## config.mk

```make
export PLATFORM = sky130hd
export DESIGN_NAME = mem_stage
export DESIGN_NICKNAME = d
export VERILOG_FILES = /design/src/rtl/rv32i_pkg.sv /design/src/rtl/mem_align.sv /design/src/rtl/mem_stage.sv
export SDC_FILE = /design/constraint.sdc
export NUM_CORES = 1
export LEC_CHECK = 0
export BUFFER_PORTS_ARGS = -buffer_cell sky130_fd_sc_hd__clkbuf_2
export CORE_MARGIN = 2
export CORE_UTILIZATION = 45
export CTS_CLUSTER_SIZE = 16
export DETAILED_ROUTE_END_ITERATION = 10
export PLACE_DENSITY = 0.8
export SYNTH_ARGS = -nofsm -noshare
export SYNTH_HDL_FRONTEND = slang
export SYNTH_SLANG_ARGS = --single-unit
export TNS_END_PERCENT = 50
```

## constraint.sdc

```tcl
create_clock -name clk -period 8.4 [get_ports clk]
set_clock_uncertainty 0.1 [all_clocks]
set_input_delay 0.42 -clock clk [delete_from_list [all_inputs] [get_ports clk]]
set_output_delay 0.42 -clock clk [all_outputs]
set_load 0.005 [all_outputs]
```

## src/rtl/rv32i_pkg.sv

```systemverilog
// Operation-type encodings shared by decode, execute and the memory stage.
package rv32i_pkg;

    localparam int OPC_W = 11;

    localparam logic [OPC_W-1:0] LH    = 11'd0;
    localparam logic [OPC_W-1:0] LB    = 11'd1;
    localparam logic [OPC_W-1:0] LW    = 11'd2;
    localparam logic [OPC_W-1:0] LHU   = 11'd3;
    localparam logic [OPC_W-1:0] LBU   = 11'd4;
    localparam logic [OPC_W-1:0] SB    = 11'd5;
    localparam logic [OPC_W-1:0] SH    = 11'd6;
    localparam logic [OPC_W-1:0] SW    = 11'd7;
    localparam logic [OPC_W-1:0] ADD   = 11'd8;
    localparam logic [OPC_W-1:0] SUB   = 11'd9;
    localparam logic [OPC_W-1:0] SLL   = 11'd10;
    localparam logic [OPC_W-1:0] SLT   = 11'd11;
    localparam logic [OPC_W-1:0] SLTU  = 11'd12;
    localparam logic [OPC_W-1:0] XOR   = 11'd13;
    localparam logic [OPC_W-1:0] SRL   = 11'd14;
    localparam logic [OPC_W-1:0] SRA   = 11'd15;
    localparam logic [OPC_W-1:0] OR    = 11'd16;
    localparam logic [OPC_W-1:0] AND   = 11'd17;
    localparam logic [OPC_W-1:0] ADDI  = 11'd18;
    localparam logic [OPC_W-1:0] SLTI  = 11'd19;
    localparam logic [OPC_W-1:0] SLTIU = 11'd20;
    localparam logic [OPC_W-1:0] XORI  = 11'd21;
    localparam logic [OPC_W-1:0] ORI   = 11'd22;
    localparam logic [OPC_W-1:0] ANDI  = 11'd23;
    localparam logic [OPC_W-1:0] SLLI  = 11'd24;
    localparam logic [OPC_W-1:0] SRLI  = 11'd25;
    localparam logic [OPC_W-1:0] SRAI  = 11'd26;
    localparam logic [OPC_W-1:0] LUI   = 11'd27;
    localparam logic [OPC_W-1:0] AUIPC = 11'd28;
    localparam logic [OPC_W-1:0] BEQ   = 11'd29;
    localparam logic [OPC_W-1:0] BNE   = 11'd30;
    localparam logic [OPC_W-1:0] BLT   = 11'd31;
    localparam logic [OPC_W-1:0] BGE   = 11'd32;
    localparam logic [OPC_W-1:0] BLTU  = 11'd33;
    localparam logic [OPC_W-1:0] BGEU  = 11'd34;
    localparam logic [OPC_W-1:0] JAL   = 11'd35;
    localparam logic [OPC_W-1:0] JALR  = 11'd36;

    typedef enum logic [1:0] {
        ST_IDLE = 2'd0,
        ST_REQ  = 2'd1,
        ST_WAIT = 2'd2
    } mem_state_t;

    // Loads occupy the bottom of the encoding space, so one upper bound suffices.
    function automatic logic is_load(input logic [OPC_W-1:0] opc);
        return opc <= LBU;
    endfunction

    function automatic logic is_store(input logic [OPC_W-1:0] opc);
        return (opc >= SB) && (opc <= SW);
    endfunction

    function automatic logic is_branch(input logic [OPC_W-1:0] opc);
        return (opc >= BEQ) && (opc <= BGEU);
    endfunction

endpackage

```

## src/rtl/mem_align.sv

```systemverilog
// Combinational lane logic: byte enables, store-data replication,
// load extraction/extension and misalignment detection.
import rv32i_pkg::*;

module mem_align (
    input  logic [OPC_W-1:0] i_opc,
    input  logic [31:0]      i_addr,
    input  logic [31:0]      i_wdata,
    input  logic [31:0]      i_rdata,
    output logic [3:0]       o_be,
    output logic [31:0]      o_wdata,
    output logic [31:0]      o_ld_data,
    output logic             o_misalign
);

    logic [31:0] w_shift;

    assign w_shift = i_rdata >> {i_addr[1:0], 3'b000};

    always_comb begin
        o_be       = 4'b1111;
        o_wdata    = i_wdata;
        o_misalign = 1'b0;
        case (i_opc)
            SB: begin
                o_be    = 4'b0001 << i_addr[1:0];
                o_wdata = {4{i_wdata[7:0]}};
            end
            SH: begin
                o_be       = 4'b0011 << i_addr[1:0];
                o_wdata    = {2{i_wdata[15:0]}};
                o_misalign = i_addr[0];
            end
            SW, LW:  o_misalign = |i_addr[1:0];
            LH, LHU: o_misalign = i_addr[0];
            default: ;
        endcase
    end

    always_comb begin
        o_ld_data = w_shift;
        case (i_opc)
            LB:      o_ld_data = {{24{w_shift[7]}}, w_shift[7:0]};
            LBU:     o_ld_data = {24'd0, w_shift[7:0]};
            LH:      o_ld_data = {{16{w_shift[15]}}, w_shift[15:0]};
            LHU:     o_ld_data = {16'd0, w_shift[15:0]};
            default: ;
        endcase
    end

endmodule

```

## src/rtl/mem_stage.sv

```systemverilog
// Memory pipeline stage: passes ALU results to writeback, runs one data-memory
// access at a time (REQ until grant, WAIT until read data), stalling execute meanwhile.
import rv32i_pkg::*;

module mem_stage #(
    parameter int OPC_W = rv32i_pkg::OPC_W
) (
    input  logic             clk,
    input  logic             rstl,
    input  logic             valid_exe_2_mem_i,
    input  logic [OPC_W-1:0] opcode_exe_2_mem_i,
    input  logic [4:0]       rd_exe_2_mem_i,
    input  logic [31:0]      rd_data_exe_2_mem_i,
    input  logic [31:0]      mem_address_i,
    input  logic [31:0]      men_data_i,
    output logic             ready_mem_2_exe_o,
    output logic             dmem_req_o,
    output logic             dmem_we_o,
    output logic [3:0]       dmem_be_o,
    output logic [31:0]      dmem_addr_o,
    output logic [31:0]      dmem_wdata_o,
    input  logic             dmem_gnt_i,
    input  logic             dmem_rvalid_i,
    input  logic [31:0]      dmem_rdata_i,
    output logic             valid_mem_2_wb_o,
    output logic             we_mem_2_wb_o,
    output logic [4:0]       rd_mem_2_wb_o,
    output logic [31:0]      rd_data_mem_2_wb_o,
    output logic             misalign_o
);

    mem_state_t       r_state;
    mem_state_t       w_next_state;
    logic [OPC_W-1:0] r_opc;
    logic [4:0]       r_rd;
    logic [31:0]      r_addr;
    logic             r_dmem_req, r_dmem_we;
    logic [3:0]       r_dmem_be;
    logic [31:0]      r_dmem_addr, r_dmem_wdata;
    logic             r_wb_vld, r_wb_we, r_misalign;
    logic [4:0]       r_wb_rd;
    logic [31:0]      r_wb_data;

    logic             w_idle, w_accept, w_is_mem, w_start, w_misalign;
    logic [OPC_W-1:0] w_al_opc;
    logic [31:0]      w_al_addr, w_wdata, w_ld_data;
    logic [3:0]       w_be;

    assign w_idle   = (r_state == ST_IDLE);
    assign w_accept = valid_exe_2_mem_i && w_idle;
    assign w_is_mem = is_load(opcode_exe_2_mem_i) || is_store(opcode_exe_2_mem_i);
    assign w_start  = w_accept && w_is_mem && !w_misalign;

    // In IDLE the aligner works on the incoming op; afterwards on the captured one.
    assign w_al_opc  = w_idle ? opcode_exe_2_mem_i : r_opc;
    assign w_al_addr = w_idle ? mem_address_i : r_addr;

    mem_align u_align (
        .i_opc      (w_al_opc),
        .i_addr     (w_al_addr),
        .i_wdata    (men_data_i),
        .i_rdata    (dmem_rdata_i),
        .o_be       (w_be),
        .o_wdata    (w_wdata),
        .o_ld_data  (w_ld_data),
        .o_misalign (w_misalign)
    );

    always_ff @(posedge clk or posedge rstl) begin
        if (rstl) r_state <= ST_IDLE;
        else      r_state <= w_next_state;
    end

    always_comb begin
        w_next_state = r_state;
        case (r_state)
            ST_IDLE: if (w_start)       w_next_state = ST_REQ;
            ST_REQ:  if (dmem_gnt_i)    w_next_state = is_store(r_opc) ? ST_IDLE : ST_WAIT;
            ST_WAIT: if (dmem_rvalid_i) w_next_state = ST_IDLE;
            default:                    w_next_state = ST_IDLE;
        endcase
    end

    always_ff @(posedge clk or posedge rstl) begin
        if (rstl) begin
            r_opc        <= '0;
            r_rd         <= '0;
            r_addr       <= '0;
            r_dmem_req   <= 1'b0;
            r_dmem_we    <= 1'b0;
            r_dmem_be    <= '0;
            r_dmem_addr  <= '0;
            r_dmem_wdata <= '0;
            r_wb_vld     <= 1'b0;
            r_wb_we      <= 1'b0;
            r_wb_rd      <= '0;
            r_wb_data    <= '0;
            r_misalign   <= 1'b0;
        end else begin
            r_wb_vld   <= 1'b0;
            r_wb_we    <= 1'b0;
            r_misalign <= 1'b0;
            if (w_accept) begin
                r_opc  <= opcode_exe_2_mem_i;
                r_rd   <= rd_exe_2_mem_i;
                r_addr <= mem_address_i;
                if (!w_is_mem) begin
                    r_wb_vld  <= 1'b1;
                    r_wb_we   <= (rd_exe_2_mem_i != 5'd0) && !is_branch(opcode_exe_2_mem_i);
                    r_wb_rd   <= rd_exe_2_mem_i;
                    r_wb_data <= rd_data_exe_2_mem_i;
                end else if (w_misalign) begin
                    r_wb_vld   <= 1'b1;
                    r_misalign <= 1'b1;
                    r_wb_rd    <= rd_exe_2_mem_i;
                    r_wb_data  <= '0;
                end else begin
                    r_dmem_req   <= 1'b1;
                    r_dmem_we    <= is_store(opcode_exe_2_mem_i);
                    r_dmem_be    <= w_be;
                    r_dmem_addr  <= {mem_address_i[31:2], 2'b00};
                    r_dmem_wdata <= w_wdata;
                end
            end
            if ((r_state == ST_REQ) && dmem_gnt_i) begin
                r_dmem_req <= 1'b0;
                r_dmem_we  <= 1'b0;
                if (is_store(r_opc)) begin
                    r_wb_vld  <= 1'b1;
                    r_wb_rd   <= r_rd;
                    r_wb_data <= '0;
                end
            end
            if ((r_state == ST_WAIT) && dmem_rvalid_i) begin
                r_wb_vld  <= 1'b1;
                r_wb_we   <= (r_rd != 5'd0);
                r_wb_rd   <= r_rd;
                r_wb_data <= w_ld_data;
            end
        end
    end

    assign ready_mem_2_exe_o  = w_idle;
    assign dmem_req_o         = r_dmem_req;
    assign dmem_we_o          = r_dmem_we;
    assign dmem_be_o          = r_dmem_be;
    assign dmem_addr_o        = r_dmem_addr;
    assign dmem_wdata_o       = r_dmem_wdata;
    assign valid_mem_2_wb_o   = r_wb_vld;
    assign we_mem_2_wb_o      = r_wb_we;
    assign rd_mem_2_wb_o      = r_wb_rd;
    assign rd_data_mem_2_wb_o = r_wb_data;
    assign misalign_o         = r_misalign;

endmodule

```

Yosys cells after proc, flatten, opt, wreduce, memory -nomap -nowiden --
Index checks and enable logic that the tools add are counted.
Operators by class: order comparisons 7, eq/ne operators 13, shifts and indexed selects 3, multiplexer cells 42, bitwise gates (word level) 1, reduce and logical (&&, ||, !) cells 24
Operators by type and width (number):
- $mux 32 | 6
- $pmux 32 s4 | 1
- $pmux 32 s2 | 1
- $eq 11x3->1 const B | 4
- $le 11x3->1 const B | 3
- $shr 32x5->32 | 1
- $mux 5 | 6
- $eq 11x2->1 const B | 2
- $ge 11x3->1 const B | 2
- $mux 1 | 19
- $eq 11x1->1 const B | 1
- $ge 11x5->1 const B | 1
- $le 11x6->1 const B | 1
- $logic_not 11->1 | 1
- $mux 11 | 1
- $mux 2 | 5
- $reduce_bool 5->1 | 2
- $logic_and 1x1->1 | 9
- $reduce_and 3->1 | 3
- $pmux 4 s2 | 1
- $pmux 2 s3 | 1
- $ne 2x1->1 const B | 2
- $ne 2x2->1 const B | 2
- $reduce_bool 2->1 | 2
- other kinds (11) | 13
Word-level totals: register bits after elaboration 128, input bits 149, output and inout bits 111

Depth between registers and ports, before layout --
Gate-level depths: netlist of the first run.
depth in word-level cells 11, mapped depth 12

Cells and area by module --
Synthesis of the first run repeated with hierarchy kept, for this count alone.
Second synthesis, totals: cell total of the unflattened synthesis 702, area, all modules 8478.1 um2
By module, submodules not included:
- mem_stage | instances 1, cells each 491, area an instance 6907.9 um2, sequential area each 3953.8 um2
- mem_align | instances 1, cells each 211, area an instance 1570.3 um2, sequential area each 0.0 um2

Worst setup path before layout of the first run --
No wires, ideal clock.
kind reg-to-reg, from register r_opc[10], to register r_dmem_addr[10] (netlist: dmem_addr_o[10]), setup time 0.125 ns, arrival 2.405 ns, data required time 8.175 ns, slack 5.770 ns, cell stages (with the launch flop) 8, cells stage by stage dfrtp_1 > nor4_1 > nand4_1 > a2111oi_1 > a2111o_1 > buf_2 > buf_2 > mux2_2
Between the ends: cells in the longest elaborated chain, start to end 6, elaborated cells on any way between the ends 11, classes of those cells 4 x eq/ne; 2 x mux; 1 x bitwise; 4 x reduce/logical
Ends and longest elaborated chain:
- start: declaration | line mem_stage.sv:34 | logic [OPC_W-1:0] r_opc;
- start signal: assignment | line mem_stage.sv:104 | r_opc <= opcode_exe_2_mem_i;
- $mux 11 (*) | line mem_stage.sv:55 | assign w_al_opc = w_idle ? opcode_exe_2_mem_i : r_opc;
- $eq 11x3->1 (tied with other cells) | line mem_align.sv:24 | case (i_opc)
- $reduce_or 3->1 (no source line) or $reduce_or 2->1 (tied branches)
- $pmux 1 s2 (*) | line mem_align.sv:24
- $not 1->1 (no source line) (*)
- $reduce_and 3->1 (no source line) (*)
- end signal: assignment | line mem_stage.sv:121 | r_dmem_addr <= {mem_address_i[31:2], 2'b00};
- end: declaration | line mem_stage.sv:39 | logic [31:0] r_dmem_addr, r_dmem_wdata;
Every way passes the cells marked *; elsewhere a longest branch is shown, timed or not. A chain may end at the register's enable or synchronous reset.

Final worst setup path of the first run --
from register r_state[1], to register r_wb_data[27] (netlist: rd_data_mem_2_wb_o[27])
Between the ends: cells in the longest elaborated chain, start to end 11, elaborated cells on any way between the ends 27, classes of those cells 8 x eq/ne; 1 x shift; 10 x mux; 8 x reduce/logical
Ends and longest elaborated chain:
- start: declaration | line mem_stage.sv:32 | mem_state_t r_state;
- start signal: assignment | line mem_stage.sv:71 | else r_state <= w_next_state;
- $logic_not 2->1 | line mem_stage.sv:49 | assign w_idle = (r_state == ST_IDLE);
- $mux 11 | line mem_stage.sv:55
- $eq 11x3->1 (tied with other cells) | line mem_align.sv:24
- $reduce_or 3->1 (no source line) or $reduce_or 2->1 (tied branches)
- $pmux 1 s2 | line mem_align.sv:24
- $mux 32 | line mem_stage.sv:112 | end else if (w_misalign) begin
- $mux 32 | line mem_stage.sv:107 | if (!w_is_mem) begin
- $mux 32 | line mem_stage.sv:103 | if (w_accept) begin
- $mux 32 | line mem_stage.sv:128 | if (is_store(r_opc)) begin
- $mux 32 | line mem_stage.sv:125 | if ((r_state == ST_REQ) && dmem_gnt_i) begin
- $mux 32 (*) | line mem_stage.sv:134 | if ((r_state == ST_WAIT) && dmem_rvalid_i) begin
- end signal: assignment | line mem_stage.sv:111 | r_wb_data <= rd_data_exe_2_mem_i;
- end signal: assignment | line mem_stage.sv:138 | r_wb_data <= w_ld_data;
- end: declaration | line mem_stage.sv:42 | logic [31:0] r_wb_data;
Marks and branches as above.

==> impl_metrics.csv, run 1 <==
group,metric,value,unit
status,run_status,"finished clean",
routing,via_count,6343,
placed_design,placement.io_buffers,257,
clock_network,cts_hold_buffers,0,
global_routing,grt_util_all_layers,27.5,%
placed_design,gpl.final_weighted_congestion,0.932,
final_layout,most_common_cell_after_layout_fill_and_taps_aside,"sky130_fd_sc_hd__clkbuf_2",
flow_run,max_cap_viol_count,0,
final_layout,nFillCells,1234,
pwr,power_density,198,mW/mm^2
setup_path,slowest_delay,760,ps
clock_network,clockBufferDepth,2,
sta,rsz0062_at_grt,"no",
logic_synthesis,post_synth_inst_count,668,
routing,detailedRoute.firstIterationViolations,485,
die,floorplan.initialDensity,46.4,%
logic_synthesis,yosys.area.top_type,"sky130_fd_sc_hd__dfrtp_1",
clock_network,clkSinkCount,128,
placed_design,placed_cell_area,0.00785,mm^2
sta,clock_period_minus_final_worst_setup_slack,3880,ps
setup_path,crit_type,"reg -> reg",
final_layout,layout.area.seq,0.00320,mm^2
routing,routed_via_density,5.76,
die,ios,260,
die,die_area,0.0154,mm^2
global_routing,grt_start_max_net_pins,72,
global_routing,grt_pass1_wl,32.1,mm
routing,detail-route-antenna-nets,0,
final_layout,design.final.nets,1057,
setup_path,timing.critical_path.buf_inv,1,
routing,wl,20.9,mm
setup_path,cell_family_contributing_the_most_delay_on_the_critical_path,"compound AO/OA/AOI/OAI gates",
sta,setup_viol,0,
sta,tns,0,ps
setup_path,crit_arrival,4040,ps
routing,drt_pass1_iterations,6,
sta,fmax,258,MHz
sta,fin_crit_sh,46.2,%
clock_network,cts_setup_buffers,0,
logic_synthesis,post_synth.cell_area_avg,9.71,um^2
pwr,ir_worst_vdd,0.000167,V
setup_path,timing.critical_path.required,8560,ps
final_layout,filler_free_cell_count_of_the_finished_design,1101,
die,dieHeight,124,um
logic_synthesis,synth_ff_type,"sky130_fd_sc_hd__dfrtp_1",
global_routing,antenna_found_initial,0,
placed_design,place.detailed.instances,1069,
logic_synthesis,asyncSetResetFlopFracSynth,100,%
setup_path,slowest_stage,"sky130_fd_sc_hd__nand2_1",
final_layout,diodes,0,
placed_design,pre_cts_setup_slack,4670,ps
sta,hold-worst-slack,6.67,ps
die,fp.coreArea,0.0140,mm^2
die,die_w,124,um
clock_network,cts_made_buffers,17,
clock_network,cts_max_level,4,
die,core.rowCount,43,
sta,slew_viol_final,0,
global_routing,first_global_vias,6223,
setup_path,cp-start-kind,"flip-flop",
logic_synthesis,netlist.area_leader.share,49.4,%
placed_design,dp.final_hpwl,14.9,mm
setup_path,crit_chain,"or2_1 -> inv_4 -> a21oi_4 -> a2111oi_1 -> o21ai_1 -> nand2_1 -> o311ai_0",
clock_network,worst_skew_pair.late_latency,410,ps
worst_hold_path,holdCritPathClass,"in -> async",
clock_network,cts.clk_slew.worst_paths,60,ps
routing,post_drt_wl_per_cell,19.0,um
sta,slew_headroom,12.4,%
clock_network,cts_tree,"built",
logic_synthesis,main_area_contributors_after_synthesis,"sky130_fd_sc_hd__dfrtp_1 (49%), sky130_fd_sc_hd__nand2_1 (7.5%), sky130_fd_sc_hd__mux2_2 (6.6%)",
final_layout,drive_gt1_share,37.6,%
sta,final_critical_path_setup_slack,4520,ps
final_layout,layout-area-overhead-vs-synth,30.7,%
logic_synthesis,synth.lib_cells_used.distinct,60,
setup_path,endpoint_kind,"flip-flop",
routing,post-route-drc-count,0,
final_layout,stdcell_area,0.00848,mm^2
global_routing,globalRouteOverflowTotal,0,
clock_network,ctsResizeCount,0,
final_layout,area_of_the_multi_input_gates,0.00294,mm^2
sta,final_hold_violating_endpoints,0,
logic_synthesis,synth_sequential_area_ratio,49.4,%
logic_synthesis,synth.cell_area,0.00649,mm^2
pwr,p_leak,4.51,nW
final_layout,layout_common_cells,"sky130_fd_sc_hd__clkbuf_2 (257), sky130_fd_sc_hd__nand2_1 (130), sky130_fd_sc_hd__dfrtp_1 (128), sky130_fd_sc_hd__o21ai_0 (40), sky130_fd_sc_hd__mux2_2 (38)",
setup_path,critical_path.max_fanout,33,
logic_synthesis,synth_edf_count,0,
clock_network,root_buffer,"sky130_fd_sc_hd__clkbuf_16",
logic_synthesis,synthesis.yosys.warnings,0,
logic_synthesis,ys_ff_latch,128,
sta,tightest_slew,1300,ps
## flip-flops by register name, summed over array words and instances (netlist names)
signal and flops:
r_opc 11, rd_data_mem_2_wb_o 32, misalign_o 1, dmem_addr_o 30, r_state 2, dmem_wdata_o 32, r_addr 2, rd_mem_2_wb_o 5
we_mem_2_wb_o 1, r_rd 5, dmem_we_o 1, dmem_req_o 1, valid_mem_2_wb_o 1, dmem_be_o 4
## stage by stage
stage               power, mW  util [%]
finish                   1.67      60.6
global route             1.74      60.6
CTS                      1.68      60.6
detailed placement      0.899      56.1
global placement        0.896      56.1
floorplan               0.790         -
## area by class of cell
cell class,instances,share of cell area [%]
Tap cell,180,2.66
Timing Repair Buffer,263,15.7
Clock inverter,14,2.23
Clock buffer,18,5.18
Sequential cell,128,37.8
Inverter,37,1.70
Multi-Input combinational cell,461,34.7
## cells by family (layout without fill, tap and decap cells)
group / after synthesis / in the layout / share of synthesized area (%)
DFF: 128 / 128 / 49.4
muxes: 54 / 54 / 9.07
and+or+nand+nor: 213 / 213 / 14.8
other: 1 / 2 / 0.0578
buffers and inverters: 80 / 332 / 5.40
AOI/OAI and AO/OA: 192 / 192 / 21.3
## Yosys cell counts (all sizes together) (8+ instances only)
library cell / n
a21oi: 31
a221oi: 9
a22o: 8
a22oi: 8
a32oi: 15
and3: 15
buf: 22
clkbuf: 21
dfrtp: 128
inv: 37
mux2: 38
mux2i: 16
nand2: 130
nand3: 18
nor2: 18
o21ai: 45
o311ai: 16
o31ai: 16
## worst reg2reg max path, delay by kind of cell, from the launching register on
family          cells  cell delay, ps
buf+inv             1             150
simple gates        2            1080
compound gates      4            1790
flops               1             620
## path summary, 6_finish.rpt
path                               start                      to  slack, ps  cells past startpoint
setup / recovery              r_state[1]  rd_data_mem_2_wb_o[27]       4520                      7
hold / removal                      rstl         dmem_addr_o[10]          7                      2
setup reg to reg              r_state[1]  rd_data_mem_2_wb_o[27]       4520                      7
hold reg to reg                 r_opc[6]                r_opc[6]        380                      2
max in group asynchronous           rstl  rd_data_mem_2_wb_o[25]       6790                      3
min in group clk           dmem_rvalid_i              r_state[1]        120                      2
## where the power goes
part | switching [mW] | internal (mW) | total (mW)
Combinational | 0.113 | 0.0910 | 0.204
Sequential | 0.0281 | 0.660 | 0.688
Clock | 0.279 | 0.504 | 0.782
Total | 0.420 | 1.25 | 1.67
## routing by layer
metal / GRT usage [%] / part of all wire (%) / up-vias / wire (um)
met5: 0 / 0 / - / 0
met4: 9.06 / 2.1 / 0 / 428
met3: 8.61 / 8.9 / 35 / 1870
met2: 43.9 / 49 / 339 / 10100
met1: 35.6 / 40 / 3061 / 8440
li1: - / - / 2908 / -
No activity file was read; power rests on OpenSTA's default activity.
==> run 2, diff against run 1 <==
==> constraint.sdc (replaced) <==
create_clock -name clk -period 3.82 [get_ports clk]
set_clock_uncertainty 0.1 [all_clocks]
set_input_delay 0.191 -clock clk [delete_from_list [all_inputs] [get_ports clk]]
set_output_delay 0.191 -clock clk [all_outputs]
set_load 0.005 [all_outputs]
==> run 2 against run 1 <==
Via count up 9.4%; worst hold slack better by 21 ps; non-clock buffer count up 122; critical path depth down 1.
==> impl_metrics.csv, run 2 (synthesis gave the netlist of run 1 again) <==
group,metric,value,unit
sta,fin_crit_sh,86.9,%
die,fp.coreArea,0.0140,mm^2
setup_path,critical_path.max_fanout,28,
clock_network,cts_setup_buffers,0,
clock_network,cts_max_level,4,
sta,tns,0,ps
pwr,ir_worst_vdd,0.000287,V
worst_hold_path,timing.hold.worst.start,"men_data_i[5]",
final_layout,layout-area-overhead-vs-synth,48.4,%
global_routing,grt_util_all_layers,30.6,%
routing,met3RoutedLength,2.21,mm
routing,detail-route-antenna-nets,0,
setup_path,endpoint_kind,"flip-flop",
status,run_status,"finished clean",
sta,final_hold_violating_endpoints,0,
pwr,p_leak,5.01,nW
die,die_w,124,um
routing,routed-wl-met2,11.4,mm
global_routing,grt_pass1_wl,35.7,mm
clock_network,cts_made_buffers,17,
setup_path,regToRegSetupSlack,500,ps
clock_network,clockBufferDepth,2,
routing,wl,23.5,mm
die,core.rowCount,43,
global_routing,first_global_vias,6807,
setup_path,slowest_delay,620,ps
clock_network,cts_tree,"built",
setup_path,timing.critical_path.required,4010,ps
routing,post-route-drc-count,0,
sta,slew_viol_final,0,
clock_network,worst_skew_pair.late_latency,410,ps
worst_hold_path,hold_crit_endpoint,"dmem_wdata_o[5]",
routing,via_count,6939,
clock_network,clkSinkCount,128,
setup_path,crit_type,"reg -> reg",
worst_hold_path,holdCritPathClass,"in -> reg",
final_layout,layout_common_cells,"sky130_fd_sc_hd__clkbuf_2 (257), sky130_fd_sc_hd__nand2_1 (130), sky130_fd_sc_hd__dfrtp_1 (128), sky130_fd_sc_hd__dlygate4sd3_1 (108), sky130_fd_sc_hd__o21ai_0 (40)",
sta,rsz0062_at_grt,"no",
sta,setup_viol,0,
setup_path,crit_arrival,3520,ps
clock_network,root_buffer,"sky130_fd_sc_hd__clkbuf_16",
routing,post_drt_wl_per_cell,19.2,um
setup_path,r2r.worst_path.cells,6,
routing,routed_via_density,5.68,
final_layout,diodes,0,
die,die_area,0.0154,mm^2
sta,slew_headroom,23.4,%
worst_hold_path,timing.hold.worst_path_depth,2,
placed_design,dp.final_hpwl,15.3,mm
setup_path,cp-start-kind,"flip-flop",
placed_design,pre_cts_setup_slack,599,ps
routing,detailedRoute.firstIterationViolations,575,
sta,tightest_slew,1150,ps
sta,clock_period_minus_final_worst_setup_slack,3320,ps
pwr,power_density,381,mW/mm^2
clock_network,cts.clk_slew.worst_paths,60,ps
setup_path,crit-reg2reg-launch,"r_opc[10]",
setup_path,worstSetupStartpoint,"r_opc[10]",
sta,fmax,301,MHz
routing,wl_met1,9.14,mm
clock_network,cts_hold_buffers,108,
global_routing,globalRouteOverflowTotal,0,
placed_design,placement.io_buffers,257,
die,dieHeight,124,um
flow_run,max_cap_viol_count,0,
final_layout,design.final.nets,1179,
die,ios,260,
final_layout,most_common_cell_after_layout_fill_and_taps_aside,"sky130_fd_sc_hd__clkbuf_2",
global_routing,antenna_found_initial,0,
setup_path,slowest_stage,"sky130_fd_sc_hd__a2111oi_1",
setup_path,crit_chain,"nor4_1 -> nand4_1 -> a2111oi_1 -> a2111o_2 -> buf_4 -> mux2_2",
clock_network,ctsResizeCount,0,
die,floorplan.initialDensity,46.4,%
routing,dr.max_layer_used,"met4",
global_routing,grt_start_max_net_pins,68,
placed_design,gpl.final_weighted_congestion,0.936,
sta,final_critical_path_setup_slack,499,ps
setup_path,crit-reg2reg-capture,"dmem_addr_o[5]",
final_layout,drive_gt1_share,34.5,%
routing,drt_pass1_iterations,5,
run 2: changes by cell type in the layout (fill, tap and decap cells not counted), sizes merged:
cell / previous run / this run
clkinvlp: 3 / 5
buf: 6 / 20
inv: 38 / 39
clkinv: 6 / 4
bufinv: 4 / 2
dlygate4sd3: 0 / 108
run 2: per-stage QoR:
step / util (%) / cell area, um^2 / hold slack (ps) / total power [mW] / std cells
floorplan: - / 6490 / 183 / 1.74 / 669
CTS: 68.8 / 9620 / 2.96 / 3.66 / 1222
global placement: 56.9 / 7970 / 306 / 1.97 / 1083
global route: 68.8 / 9620 / 6.92 / 3.81 / 1222
detailed placement: 56.9 / 7970 / 318 / 1.98 / 1083
finish: 68.8 / 9620 / 27.5 / 3.67 / 1222
run 2: power by group:
| group | leakage [nW] | switching [mW] | internal (mW) |
|---|---|---|---|
| registers | 1.66 | 0.0593 | 1.45 |
| clock network | 0.271 | 0.627 | 0.974 |
| logic | 3.07 | 0.279 | 0.277 |
run 2: worst max-delay path by stage:
stage | endpoint | slack, ps | cells past startpoint
2_1_floorplan | dmem_addr_o[10] | 120 | 1
3_3_place_gp | dmem_addr_o[30] | 700 | 6
3_5_place_dp | dmem_addr_o[5] | 600 | 6
4_1_cts | dmem_addr_o[5] | 520 | 6
5_1_grt | dmem_addr_o[5] | 240 | 6
6_report | dmem_addr_o[5] | 500 | 6
run 2: worst max-delay path, delay by kind of cell, from the launching register on:
family	cells	cell delay (ps)
mux	1	380
simple gates	2	980
compound gates	2	990
buf+inv	1	370
flops	1	380
run 2: final cells by class:
class / count / area [um^2]
repair buffers: 385 / 2530
multi-input cells: 461 / 2940
inverters: 37 / 144
flip-flops and latches: 128 / 3200
well taps: 180 / 225
clock buffers: 18 / 439
clock inverters: 13 / 139
fillers: 1047 / 4360
run 2: per-layer routing:
metal / GRT usage (%) / vias to the layer above
met3: 8.06 / 67
li1: - / 3153
met4: 11.8 / 0
met1: 38.6 / 3283
met2: 50.4 / 436
met5: 0 / -
==> run 3, diff against run 2 <==
--- a/config.mk
+++ b/config.mk
@@ -6,7 +6,6 @@
 export NUM_CORES = 1
 export LEC_CHECK = 0
 export BUFFER_PORTS_ARGS = -buffer_cell sky130_fd_sc_hd__clkbuf_2
-export CORE_MARGIN = 2
 export CORE_UTILIZATION = 45
 export CTS_CLUSTER_SIZE = 16
 export DETAILED_ROUTE_END_ITERATION = 10
==> run 3 against run 2 <==
Fmax is 5.7% higher; first-iteration DRC count is 1.6% lower; critical path depth is 2 higher; cell area is 0.60% lower; combinational power hardly changed; cell count hardly changed; utilization is 0.41 points lower; largest cell class unchanged.
==> impl_metrics.csv, run 3 (synthesis gave the netlist of run 1 again) <==
group,metric,value,unit
status,run_status,"finished clean",
pwr,power_density,371,mW/mm^2
clock_network,cts_hold_buffers,108,
final_layout,area_of_the_multi_input_gates,0.00294,mm^2
placed_design,place.detailed.instances,1083,
clock_network,ctsResizeCount,0,
final_layout,most_common_cell_after_layout_fill_and_taps_aside,"sky130_fd_sc_hd__clkbuf_2",
setup_path,endpoint_kind,"flip-flop",
sta,fin_crit_sh,82.2,%
routing,detail-route-antenna-nets,0,
pwr,comb_power_share,15.7,%
sta,final_hold_violating_endpoints,0,
setup_path,critical_path.max_fanout,39,
clock_network,clockBufferDepth,2,
die,fp.coreArea,0.0140,mm^2
sta,clock_period_minus_final_worst_setup_slack,3140,ps
global_routing,grt_start_max_net_pins,84,
global_routing,antenna_found_initial,0,
final_layout,drive_gt1_share,34.4,%
pwr,p_leak,4.99,nW
final_layout,layout-area-overhead-vs-synth,47.5,%
setup_path,timing.critical_path.required,4020,ps
placed_design,gpl.final_weighted_congestion,0.891,
global_routing,grt_pass1_wl,36.5,mm
die,die_w,122,um
final_layout,diodes,0,
pwr,power_switching_share,27.6,%
routing,post-route-drc-count,0,
global_routing,first_global_vias,6963,
clock_network,clkSinkCount,128,
routing,drt_pass1_iterations,5,
clock_network,cts_tree,"built",
flow_run,max_cap_viol_count,0,
clock_network,cts.clk_slew.worst_paths,60,ps
pwr,ir_worst_vdd,0.000319,V
final_layout,finish.utilization,68.4,%
sta,slew_headroom,31.9,%
pwr,seq_power_share,42.6,%
pwr,internal_power,2.57,mW
routing,wl,23.6,mm
global_routing,grt_util_all_layers,32.4,%
setup_path,crit_arrival,3340,ps
clock_network,cts_max_level,4,
die,dieHeight,122,um
sta,setup_viol,0,
setup_path,crit_type,"in -> reg",
final_layout,design.final.nets,1179,
sta,tns,0,ps
sta,slew_viol_final,0,
pwr,relative_contribution_of_the_clock_network_to_total_power,41.7,%
routing,detailedRoute.firstIterationViolations,566,
clock_network,cts_setup_buffers,0,
die,core.rowCount,43,
final_layout,layout_common_cells,"sky130_fd_sc_hd__clkbuf_2 (257), sky130_fd_sc_hd__nand2_1 (130), sky130_fd_sc_hd__dfrtp_1 (128), sky130_fd_sc_hd__dlygate4sd3_1 (108), sky130_fd_sc_hd__o21ai_0 (40)",
global_routing,globalRouteOverflowTotal,0,
final_layout,nFillCells,1059,
setup_path,cp-start-kind,"primary input",
clock_network,worst_skew_pair.late_latency,420,ps
clock_network,cts_made_buffers,17,
sta,rsz0062_at_grt,"no",
placed_design,dp.final_hpwl,14.6,mm
clock_network,root_buffer,"sky130_fd_sc_hd__clkbuf_16",
routing,routed_via_density,5.75,
die,die_area,0.0149,mm^2
routing,post_drt_wl_per_cell,19.3,um
die,ios,260,
pwr,p_sw,0.979,mW
routing,via_count,7030,
sta,fmax,318,MHz
sta,tightest_slew,1020,ps
worst_hold_path,holdCritPathClass,"in -> reg",
final_layout,layout.area.seq,0.00320,mm^2
die,floorplan.initialDensity,46.4,%
placed_design,placement.io_buffers,257,
final_layout,filler_free_cell_count_of_the_finished_design,1223,
[run 3: cell count changes in the layout (fill, tap and decap cells not counted)]
cell	change
sky130_fd_sc_hd__buf_4	+1
sky130_fd_sc_hd__clkinvlp_4	-1
sky130_fd_sc_hd__buf_12	-1
sky130_fd_sc_hd__clkbuf_1	+1
sky130_fd_sc_hd__clkinv_4	+1
sky130_fd_sc_hd__bufinv_16	-2
sky130_fd_sc_hd__clkinv_2	+2
[run 3: power by group through the flow]
stage / combinational [mW] / clock, mW / sequential, mW
2_1_floorplan: 0.211 / 0 / 1.53
3_3_place_gp: 0.443 / 0 / 1.53
3_5_place_dp: 0.451 / 0 / 1.53
4_1_cts: 0.540 / 1.50 / 1.51
5_1_grt: 0.607 / 1.56 / 1.52
6_report: 0.557 / 1.48 / 1.51
[run 3: per-layer routing]
| layer | vias up | track usage [%] | share of wire, % |
|---|---|---|---|
| met5 | - | 0 | 0 |
| met4 | 0 | 15.7 | 3.9 |
| met3 | 95 | 9.27 | 8.9 |
| met2 | 461 | 52.4 | 48 |
| met1 | 3311 | 39.8 | 39 |
| li1 | 3163 | - | - |
[run 3: worst max-delay path: stages]
cell and delay, ps:
sky130_fd_sc_hd__dlygate4sd3_1 540, sky130_fd_sc_hd__clkbuf_2 140, sky130_fd_sc_hd__nor4_1 580, sky130_fd_sc_hd__nand3_1 300
sky130_fd_sc_hd__a2111oi_1 510, sky130_fd_sc_hd__a2111o_2 230, sky130_fd_sc_hd__buf_4 400, sky130_fd_sc_hd__mux2_2 410
[run 3: path summary, 6_finish.rpt]
| path | cells past startpoint | end | from | slack [ps] |
|---|---|---|---|---|
| setup / recovery | 8 | dmem_addr_o[10] | opcode_exe_2_mem_i[5] | 680 |
| min in group asynchronous | 3 | rd_data_mem_2_wb_o[21] | rstl | 470 |
| hold reg to reg | 2 | r_opc[6] | r_opc[6] | 380 |
| hold / removal | 3 | dmem_wdata_o[20] | men_data_i[20] | 30 |
| setup reg to reg | 8 | rd_data_mem_2_wb_o[18] | r_state[1] | 700 |
| max in group asynchronous | 4 | dmem_wdata_o[10] | rstl | 2240 |
[run 3: through the flow]
step           setup WS (ps)  hold slack, ps  cell area [um^2]  total power [mW]
2_1_floorplan            116             183              6490              1.74
3_3_place_gp             769             307              7950              1.97
3_5_place_dp             726             316              7950              1.98
4_1_cts                  762            5.68              9570              3.54
5_1_grt                  455            43.4              9570              3.69
6_report                 679            34.7              9570              3.55
[run 3: area by class of cell]
cell class	instances	share of cell area, %
inverter	37	1.50
clock inverter	13	0.942
timing repair buffer	385	26.3
tap	180	2.35
multi-input combinational	461	30.8
sequential	128	33.5
clock buffer	19	4.63
